<file path="src/rtl/audio_clk_pkg.sv">
// Shared types and helpers for the audio sample-clock sequencer.
// Rate codes, FSM states and the rate-to-divider mapping live here.
package audio_clk_pkg;

   typedef enum logic [1:0] {
      RATE_X1 = 2'd0,
      RATE_X2 = 2'd1,
      RATE_X4 = 2'd2,
      RATE_X8 = 2'd3
   } rate_t;

   typedef enum logic [1:0] {
      ST_OFF    = 2'd0,
      ST_RUN    = 2'd1,
      ST_DRAIN  = 2'd2,
      ST_SETTLE = 2'd3
   } state_t;

   localparam int FRAME_BCLKS = 64;

   // Master clocks per bit-clock strobe: 8 at x1 down to 1 at x8.
   function automatic logic [3:0] rate_to_div(input rate_t rate);
      return 4'd8 >> rate;
   endfunction

endpackage

</file>
<file path="src/rtl/audio_bclk_counter.sv">
// Bit-clock divider and frame position counter.
// Produces the bit-clock strobe, the word clock and the frame-wrap flag.
module audio_bclk_counter
   import audio_clk_pkg::*;
(
   input  logic       clk,
   input  logic       reset,
   input  logic       run,
   input  logic       load,
   input  logic [3:0] div,
   output logic       bclk_stb,
   output logic       lrclk,
   output logic       frame_start
);

   logic [2:0] div_cnt;
   logic [5:0] bit_cnt;
   logic [2:0] div_last;

   assign div_last = 3'(div - 4'd1);

   // NOTE: non-blocking assignments so every counter advances from its pre-edge value.
   always_ff @(posedge clk) begin
      if (reset || load || !run) begin
         div_cnt  <= 3'd0;
         bit_cnt  <= 6'd0;
         bclk_stb <= 1'b0;
      end else begin
         div_cnt  <= (div_cnt == div_last) ? 3'd0 : div_cnt + 3'd1;
         bclk_stb <= (div_cnt == div_last);
         if (bclk_stb) begin
            bit_cnt <= bit_cnt + 6'd1;
         end
      end
   end

   assign lrclk       = bit_cnt[5];
   assign frame_start = bclk_stb && (bit_cnt == 6'(FRAME_BCLKS - 1));

endmodule

</file>
<file path="src/rtl/audio_clock_ctrl.sv">
// Audio sample-clock sequencer: accepts rate-change requests and applies
// them on a frame boundary, muting the audio path around every switch.
module audio_clock_ctrl
   import audio_clk_pkg::*;
#(
   parameter logic [1:0]  RESET_RATE    = 2'd0,
   parameter int unsigned SETTLE_FRAMES = 2
) (
   input  logic       clk_i,
   input  logic       reset_i,
   input  logic       enable_i,
   input  logic       req_valid_i,
   input  logic [1:0] req_rate_i,
   output logic       req_ready_o,
   output logic       done_o,
   output logic [1:0] rate_o,
   output logic       mute_o,
   output logic       bclk_stb_o,
   output logic       lrclk_o,
   output logic       frame_start_o
);

   localparam logic [3:0] SETTLE_CNT = 4'(SETTLE_FRAMES);

   state_t     state_q, state_d;
   rate_t      rate_q, rate_d;
   rate_t      pend_q, pend_d;
   logic [3:0] settle_q, settle_d;
   logic       from_req_q, from_req_d;
   logic       done_d;
   logic       load;
   logic       handshake;
   logic [3:0] div;

   assign req_ready_o = (state_q == ST_RUN) && enable_i;
   assign handshake   = req_valid_i && req_ready_o;
   assign rate_o      = rate_q;
   assign div         = rate_to_div(rate_q);

   audio_bclk_counter u_counter (
      .clk         (clk_i),
      .reset       (reset_i),
      .run         (state_q != ST_OFF),
      .load        (load),
      .div         (div),
      .bclk_stb    (bclk_stb_o),
      .lrclk       (lrclk_o),
      .frame_start (frame_start_o)
   );

   // NOTE: every signal written here gets a default first so no latch is inferred.
   always_comb begin
      state_d    = state_q;
      rate_d     = rate_q;
      pend_d     = pend_q;
      settle_d   = settle_q;
      from_req_d = from_req_q;
      done_d     = 1'b0;
      load       = 1'b0;

      if (!enable_i) begin
         // A request caught mid-drain still lands, so the host sees it complete.
         if (state_q == ST_DRAIN) begin
            rate_d = pend_q;
            done_d = 1'b1;
         end
         state_d = ST_OFF;
      end else begin
         unique case (state_q)
            ST_OFF: begin
               state_d    = ST_SETTLE;
               settle_d   = SETTLE_CNT;
               from_req_d = 1'b0;
            end
            ST_RUN: begin
               if (handshake) begin
                  if (rate_t'(req_rate_i) != rate_q) begin
                     pend_d  = rate_t'(req_rate_i);
                     state_d = ST_DRAIN;
                  end else begin
                     done_d = 1'b1;
                  end
               end
            end
            ST_DRAIN: begin
               if (frame_start_o) begin
                  rate_d     = pend_q;
                  load       = 1'b1;
                  settle_d   = SETTLE_CNT;
                  from_req_d = 1'b1;
                  state_d    = ST_SETTLE;
               end
            end
            ST_SETTLE: begin
               if (frame_start_o) begin
                  if (settle_q == 4'd1) begin
                     state_d = ST_RUN;
                     done_d  = from_req_q;
                  end else begin
                     settle_d = settle_q - 4'd1;
                  end
               end
            end
            default: state_d = ST_OFF;
         endcase
      end
   end

   always_ff @(posedge clk_i) begin
      if (reset_i) begin
         state_q    <= ST_OFF;
         rate_q     <= rate_t'(RESET_RATE);
         pend_q     <= rate_t'(RESET_RATE);
         settle_q   <= 4'd0;
         from_req_q <= 1'b0;
         done_o     <= 1'b0;
         mute_o     <= 1'b1;
      end else begin
         state_q    <= state_d;
         rate_q     <= rate_d;
         pend_q     <= pend_d;
         settle_q   <= settle_d;
         from_req_q <= from_req_d;
         done_o     <= done_d;
         mute_o     <= (state_d != ST_RUN);
      end
   end

endmodule
</file>
<file path="config.mk">
export PLATFORM = sky130hd
export DESIGN_NAME = audio_clock_ctrl
export DESIGN_NICKNAME = d
export VERILOG_FILES = /design/src/rtl/audio_clk_pkg.sv /design/src/rtl/audio_bclk_counter.sv /design/src/rtl/audio_clock_ctrl.sv
export SDC_FILE = /design/constraint.sdc
export NUM_CORES = 1
export LEC_CHECK = 0
export CAP_MARGIN = 20
export CORE_MARGIN = 1.5
export CORE_UTILIZATION = 53
export CTS_BUF_LIST = sky130_fd_sc_hd__clkbuf_16
export DETAILED_ROUTE_END_ITERATION = 16
export GPL_TIMING_DRIVEN = 0
export PLACE_DENSITY = 0.76
export SYNTH_ARGS = -nofsm -noshare
export SYNTH_HDL_FRONTEND = slang
export SYNTH_SLANG_ARGS = --single-unit
</file>
<file path="constraint.sdc">
create_clock -name clk_i -period 2.6 [get_ports clk_i]
set_clock_uncertainty 0.15 [all_clocks]
set_input_delay 0.52 -clock clk_i [delete_from_list [all_inputs] [get_ports clk_i]]
set_output_delay 0.52 -clock clk_i [all_outputs]
set_load 0.02 [all_outputs]
</file>
# --- Yosys cells after proc, flatten, opt, wreduce, memory -nomap -nowiden ---
# Cells that the tools add are included.
word_totals:
  ff_bits: 23
  output_inout_bits: 8
  elab_cells: 69
op_classes:
  add_sub_neg: 4
  eq_ne: 12
  shift: 1
  muxes: 27
  n_reduce_logical: 15
op_table:
  columns: ["op", "count"]
  rows:
  - ["2-to-1 mux 2 bit", 10]
  - ["2-to-1 mux 4 bit", 3]
  - ["case mux 4 bit (3 select lines)", 1]
  - ["2-to-1 mux 1 bit", 10]
  - ["case mux 2 bit (4 select lines)", 1]
  - ["adder 6 x 1 -> 6 bit (second input constant)", 1]
  - ["equality test 6 bit (second input constant)", 1]
  - ["inequality test 2 bit (second input constant)", 3]
  - ["AND reduction 5 bit", 1]
  - ["equality test 2 bit (second input constant)", 2]
  - ["equality test 4 x 1 -> 1 bit (second input constant)", 1]
  - ["inequality test 2 x 1 -> 1 bit (second input constant)", 2]
  - ["case mux 1 bit (2 select lines)", 2]
  - ["AND reduction 4 bit", 1]
  - ["nonzero test 2 bit", 2]
  - ["right shift 4 x 2 -> 3 bit (first input constant)", 1]
  - ["subtractor 4 x 1 -> 4 bit (second input constant)", 1]
  - ["adder 3 x 1 -> 3 bit (second input constant)", 1]
  - ["equality test 3 bit", 1]
  - ["logical AND 1 bit", 3]
  - ["AND reduction 3 bit", 1]
  - ["nonzero test 3 bit", 1]
  - ["subtractor 3 x 1 -> 3 bit (second input constant)", 1]
  - ["equality test 2 x 1 -> 1 bit (second input constant)", 1]
  - ["other kinds (6)", 7]

# --- Depth between registers and ports, before layout ---
# Gate-level depths: netlist of run 1.
depth:
  ltp_word: 8
  ltp_mapped: 7
  depth_no_buf: 6

# --- Cells and area by module ---
# A second synthesis of run 1 with hierarchy kept.
hier_totals:
  cells_unflattened: 127
  area_unflattened_um2: 1148.6
by_module_without_submodules:
  columns: ["mod", "n_inst", "cells_each", "area_per_inst_um2"]
  rows:
  - ["audio_clock_ctrl", 1, 76, 663.1]
  - ["audio_bclk_counter", 1, 51, 485.5]

# --- Worst setup path after synthesis of run 1 ---
# OpenSTA, ideal clock, no wires.
synth_timing:
  path_kind: "register to register"
  startpoint: "reg u_counter.bclk_stb"
  endpoint: "reg settle_q[2]"
  setup_time_ps: 122
  arrival_ps: 1643
  required_time_ps: 2328
  path_slack_ps: 685
  stages_incl_launch_ff: 6
  synth_period_minus_slack_ps: 1915
  path_cell_list: "dfxtp_1 > nand3_2 > or2_1 > buf_6 > a211o_1 > a311o_1"
synth_via:
  elab_chain_len: 3
  word_cells_on_any_way: 4
  cone_classes: "eq/ne: 2; reduce/logical: 2"
synth_lines:
  columns: ["element", "line", "text"]
  rows:
  - ["start: declaration", "audio_bclk_counter.sv:11", "output logic bclk_stb,"]
  - ["start signal: assignment", "audio_bclk_counter.sv:30", "bclk_stb <= (div_cnt == div_last);"]
  - ["logical AND 1 bit (*)", "audio_bclk_counter.sv:38", "assign frame_start = bclk_stb && (bit_cnt == 6'(FRAME_BCLKS - 1));"]
  - ["inequality test 2 bit (no source line)", null, null]
  - ["AND reduction 5 bit (no source line) (*)", null, null]
  - ["end signal: assignment", "audio_clock_ctrl.sv:122", "settle_q <= settle_d;"]
  - ["end: declaration", "audio_clock_ctrl.sv:28", "logic [3:0] settle_q, settle_d;"]
# Every way passes the cells marked *; elsewhere a longest branch is shown, timed or not.
# A chain may end at the register's enable or synchronous reset.

# --- Worst setup path after layout of run 1 ---
layout_timing:
  startpoint: "reg state_q[1]"
  endpoint: "out req_ready_o"
layout_via:
  elab_chain_len: 2
layout_lines:
  columns: ["element", "line", "text"]
  rows:
  - ["start: declaration", "audio_clock_ctrl.sv:25", "state_t state_q, state_d;"]
  - ["start signal: assignment", "audio_clock_ctrl.sv:119", "state_q <= state_d;"]
  - ["equality test 2 x 1 -> 1 bit", "audio_clock_ctrl.sv:35", "assign req_ready_o = (state_q == ST_RUN) && enable_i;"]
  - ["logical AND 1 bit", "audio_clock_ctrl.sv:35", null]
  - ["end: declaration", "audio_clock_ctrl.sv:14", "output logic req_ready_o,"]
# No other way between the ends.

==> flow_summary.toml, run 1 <==
[routing]
first_iter_violations = 16
routed_wl_um = 2393
via_count = 982
postRouteAntennaNets = 0
viasPerCell = 5.676
drc_errors = 0
wl_per_cell_um = 13.83
dr.pass1.iters = 4

[cts]
post_cts_buffers = 0
clock_latency_ps = 250
cts-root-buf = "clkbuf_16"
cts_resized = 1
cts_buffer_depth = 2
clkSinkCount = 23
cts_tree = "yes"
numCtsBuffers = 3
hold_buffers = 0
cts_max_level = 1
clk_pin_slew_ps = 50

[synthesis]
syn_inst = 131
synthArstFlopShare_pct = 0
ys_types = 39
ys_ff_latch = 23
yosys.area.top_type = "dfxtp_1"
syn_area_um2 = 1156
synth_top_area_share_pct = 39.83
yosys-top-cells-area = "dfxtp_1 40%, mux2i_1 5.2%, nor2_1 5.2%"
seq_area_frac_synth_pct = 39.83
synth-edff-count = 0
yosys_warnings = 0
synth_fp_nets = 141
avgSynthCellArea_um2 = 8.825
synth_flop_cell = "dfxtp_1"

[final_layout]
final_common_cell = "dfxtp_1"
layout_common_cells = "23 x dfxtp_1, 16 x nor2_1, 12 x nand2_1"
fin_area_um2 = 1378
layoutNonFillerInstCount = 173
post_route_cells_drive_above_1_share_pct = 6.849
finalNetCount = 157
area_growth_pct = 19.16
final_core_util_pct = 68.81
n_antenna_cell = 0

[global_route]
grt_pass1_vias = 976
grt.overflow.total = 0
antenna_found_initial = 0
grt_first_pass_wirelength_um = 4174
grt_max_degree = 13
grt_use_total_pct = 21.69

[power]
p_per_area_nw_per_um2 = 542.1
seq_power_share_pct = 48.8
comb_power_share_pct = 7.8
pwr-share-clk_pct = 43.3
sw_frac_of_total_pct = 21.45
switching_power_mw = 0.1602
power_mw = 0.7468
power.leakage_nw = 0.5027
internal_power_mw = 0.5866
irDropWorstVdd_mv = 0.3937

[worst_setup_path]
start_kind = "flip-flop"
cpMaxStageDelayCell = "clkdlybuf4s50_1"
cp_max_fo = 10
cp-end-kind = "primary output"
path_cells = "clkbuf_1 -> nor2_1 -> clkdlybuf4s50_1"
critical_path_required_ps = 1930
critical-path-max-stage-delay_ps = 560
crit_type = "flip-flop to primary output"
cp.arrival_ps = 1790
reg2reg_slack_ps = 560

[placement]
place_area_um2 = 1300
place_inst = 169
place_ws_ps = 175.0
globalplace.congestion = 0.8597
dpl.hpwl_um = 1673
io_buffers = 11

[timing]
finalCriticalPeriod_ps = 2458
fmax_mhz = 406.8
post-route-period-util_pct = 94.55
rsz0062_at_grt = "no"
worst_slack_ps = 141.7
slew_viol_final = 0
tns_ps = 0
hold_slack_ps = 311.1
finalHoldViolations = 0
worst_pin_slew_ps = 828.2
slew_headroom_pct = 44.53
setup_violations = 0

[floorplan]
die-width_um = 49.71
design.core.area_um2 = 2002
start_util_pct = 57.75
die_y_um = 49.71
io_pins = 14
rows = 16
die_area_um2 = 2471

[hold_path]
hp-class = "flip-flop to flip-flop"

[status]
status = "finished clean"

[flow_run]
cap_violations = 0
kinds of logic after synthesis:
group,after synthesis,share of synthesized area (%)
flops,23,39.83
xor+xnor,8,6.061
simple gates,56,25.44
fa+ha+maj,4,4.329
compound gates,20,13.85
buf+inv,14,5.302
mux,6,5.195
routing by layer:
metal | vias up | global-route usage, % | part of all wire (%) | routed length [µm]
met5 | - | 0 | 0 | 0
met3 | 8 | 3.030 | 4.7 | 112
met1 | 446 | 26.92 | 46 | 1100
li1 | 492 | - | - | -
met2 | 36 | 36.67 | 47 | 1120
met4 | 0 | 10.65 | 2.5 | 60
path summary, 6_finish.rpt:
check | startpoint | to | depth (start not counted)
setup reg to reg | u_counter.bit_cnt[0] | settle_q[2] | 6
setup / recovery | state_q[1] | req_ready_o | 3
hold reg to reg | pend_q[1] | rate_o[1] | 2
hold / removal | pend_q[1] | rate_o[1] | 2
power groups by stage:
stage | clock network [mW] | logic [mW] | registers, mW
floorplan | 0 | 0.0399 | 0.371
global placement | 0 | 0.0559 | 0.371
detailed placement | 0 | 0.0572 | 0.372
CTS | 0.330 | 0.0583 | 0.364
global route | 0.343 | 0.0653 | 0.365
finish | 0.324 | 0.0586 | 0.365
registers in the layout, indices dropped and copies added, names as in the netlist:
signal	count
done_o	1
from_req_q	1
mute_o	1
pend_q	2
rate_o	2
settle_q	4
state_q	2
u_counter.bclk_stb	1
u_counter.bit_cnt	6
u_counter.div_cnt	3
Yosys cell counts, drive strengths merged (2+ instances only):
master,n
a211oi,2
a21oi,6
a31o,2
a31oi,2
and3b,2
buf,2
clkbuf,3
dfxtp,23
ha,4
inv,8
mux2i,6
nand2,12
nand3,5
nand4,4
nor2,16
nor3,6
nor4bb,2
o21ai,2
xnor2,5
xor2,3
layout make-up:
type	count	area (µm²)
clock buffers	3	75.07
clock inverters	1	3.754
inverters	9	33.78
plain buffers	5	27.53
fillers	157	624.3
flip-flops and latches	23	460.4
repair buffers	11	108.9
well taps	27	33.78
multi-input cells	94	634.4
worst max-delay path: cells and delay by family (launching register included):
family | cells | cell delay [ps]
buffers and inverters | 2 | 960
flip-flops | 1 | 460
AND/OR/NAND/NOR | 1 | 130
(Power assumes the default switching activity.)
==> inputs of run 2 (changes only) <==
--- a/config.mk
+++ b/config.mk
@@ -11,7 +11,9 @@
 export CTS_BUF_LIST = sky130_fd_sc_hd__clkbuf_16
 export DETAILED_ROUTE_END_ITERATION = 16
 export GPL_TIMING_DRIVEN = 0
+export HOLD_SLACK_MARGIN = 0.15
 export PLACE_DENSITY = 0.76
+export SETUP_SLACK_MARGIN = 0.2
 export SYNTH_ARGS = -nofsm -noshare
 export SYNTH_HDL_FRONTEND = slang
 export SYNTH_SLANG_ARGS = --single-unit
==> run 2 against run 1 <==
Compared with the run above: maximum frequency grew 5.5%; global-route usage rose by 0.13 points; utilization fell by 0.062 points; worst hold slack hardly changed; die area unchanged; clock-buffer cell count unchanged; worst setup slack gained 130 ps; routed wire length increased by 0.59%; clock power is essentially flat; flip-flop and latch count unchanged; critical endpoint unchanged; largest power group unchanged.
==> flow_summary.toml, run 2 (synthesis gave the netlist of run 1 again) <==
[timing]
tns_ps = 0
slew_headroom_pct = 43.11
setup_violations = 0
slew_viol_final = 0
finalCriticalPeriod_ps = 2330
finalHoldViolations = 0
worst_pin_slew_ps = 849.4
post-route-period-util_pct = 89.61
fmax_mhz = 429.2
rsz0062_at_grt = "no"
worst_slack_ps = 270.1

[cts]
clock_latency_ps = 250
clkSinkCount = 23
clk_pin_slew_ps = 50
cts_max_level = 1
cts_buffer_depth = 2
numCtsBuffers = 3
cts-root-buf = "clkbuf_16"
cts_tree = "yes"

[final_layout]
largestRegisters = "u_counter.bit_cnt: 6 flops, settle_q: 4 flops, u_counter.div_cnt: 3 flops"
area_growth_pct = 19.05
layout_common_cells = "23 x dfxtp_1, 16 x nor2_1, 12 x nand2_1"
fin_area_um2 = 1376
regMostFlops = "u_counter.bit_cnt"
largest_register_ffs = 6
post_route_cells_drive_above_1_share_pct = 8.904
finalNetCount = 157
final_common_cell = "dfxtp_1"
final_core_util_pct = 68.75
n_antenna_cell = 0

[power]
p_per_area_nw_per_um2 = 543.1
power.leakage_nw = 0.5054
irDropWorstVdd_mv = 0.3930

[global_route]
grtUsageMet1_pct = 27.12
met2_usage_pct = 36.89
antenna_found_initial = 0
grt_max_degree = 13
busiest_layer = "met2"
grt_pass1_vias = 974
met3_usage_pct = 3.030
grt_first_pass_wirelength_um = 4202
grt.overflow.total = 0
grt_use_total_pct = 21.82

[routing]
via_count = 1001
routed_wl_um = 2407
postRouteAntennaNets = 0
viasPerCell = 5.786
dr.pass1.iters = 4
first_iter_violations = 10
drc_errors = 0
wl_per_cell_um = 13.91

[placement]
place_area_um2 = 1300
dpl.hpwl_um = 1673
place_ws_ps = 175.0
io_buffers = 11
globalplace.congestion = 0.8597

[flow_run]
cap_violations = 0

[worst_setup_path]
crit_type = "flip-flop to primary output"
cp-end-kind = "primary output"
cp.arrival_ps = 1660
cp_max_fo = 10
start_kind = "flip-flop"
critical_path_required_ps = 1930

[floorplan]
start_util_pct = 57.75
rows = 16
die_y_um = 49.71
die-width_um = 49.71
design.core.area_um2 = 2002
die_area_um2 = 2471
io_pins = 14

[hold_path]
hp-class = "flip-flop to flip-flop"

[status]
status = "finished clean"
-- run 2: per-layer routing --
metal | vias up | part of all wire [%]
met5 | - | 0
met4 | 0 | 3.1
met3 | 10 | 4.5
met2 | 39 | 47
met1 | 456 | 45
li1 | 496 | -
-- run 2: stage by stage --
stage / hold slack (ps) / power [mW] / std cells
4_1_cts: 317.7 / 0.7533 / 173
6_report: 311.1 / 0.7475 / 173
3_5_place_dp: 309.6 / 0.4291 / 169
3_3_place_gp: 308.7 / 0.4273 / 169
5_1_grt: 342.2 / 0.7738 / 173
2_1_floorplan: 287.6 / 0.4112 / 131
-- run 2: layout make-up --
cell class                      instances  area, µm²
Multi-Input combinational cell         94      634.4
Fill cell                             159      625.6
Sequential cell                        23      460.4
Timing Repair Buffer                   11      105.1
Clock buffer                            3      75.07
Inverter                                9      33.78
Tap cell                               27      33.78
Buffer                                  5      30.03
Clock inverter                          1      3.754
-- run 2: timing repair --
action / 4_1_cts / 5_1_grt
endpoints found under the setup margin: 2 / 1
hold buffers: 0 / 0
buffers inserted: 0 / 0
gates resized for setup: 3 / 2
-- run 2: path summary, 6_finish.rpt --
kind                             start          end  slack, ps  depth (start not counted)
setup / recovery            state_q[1]  req_ready_o        270                          3
hold / removal               pend_q[1]    rate_o[1]        310                          2
setup reg to reg  u_counter.bit_cnt[0]  settle_q[2]        560                          6
hold reg to reg              pend_q[1]    rate_o[1]        310                          2
-- run 2: power breakdown --
part           total [mW]  switching [mW]  internal (mW)
logic              0.0592          0.0357         0.0235
clock network       0.324           0.119          0.205
registers           0.365         0.00606          0.359
-- run 2: worst max-delay path, cell delays in order, from the launching register on --
cell and delay, ps:
dfxtp_1 380, clkbuf_2 230, nor2_1 180, clkdlybuf4s50_1 620
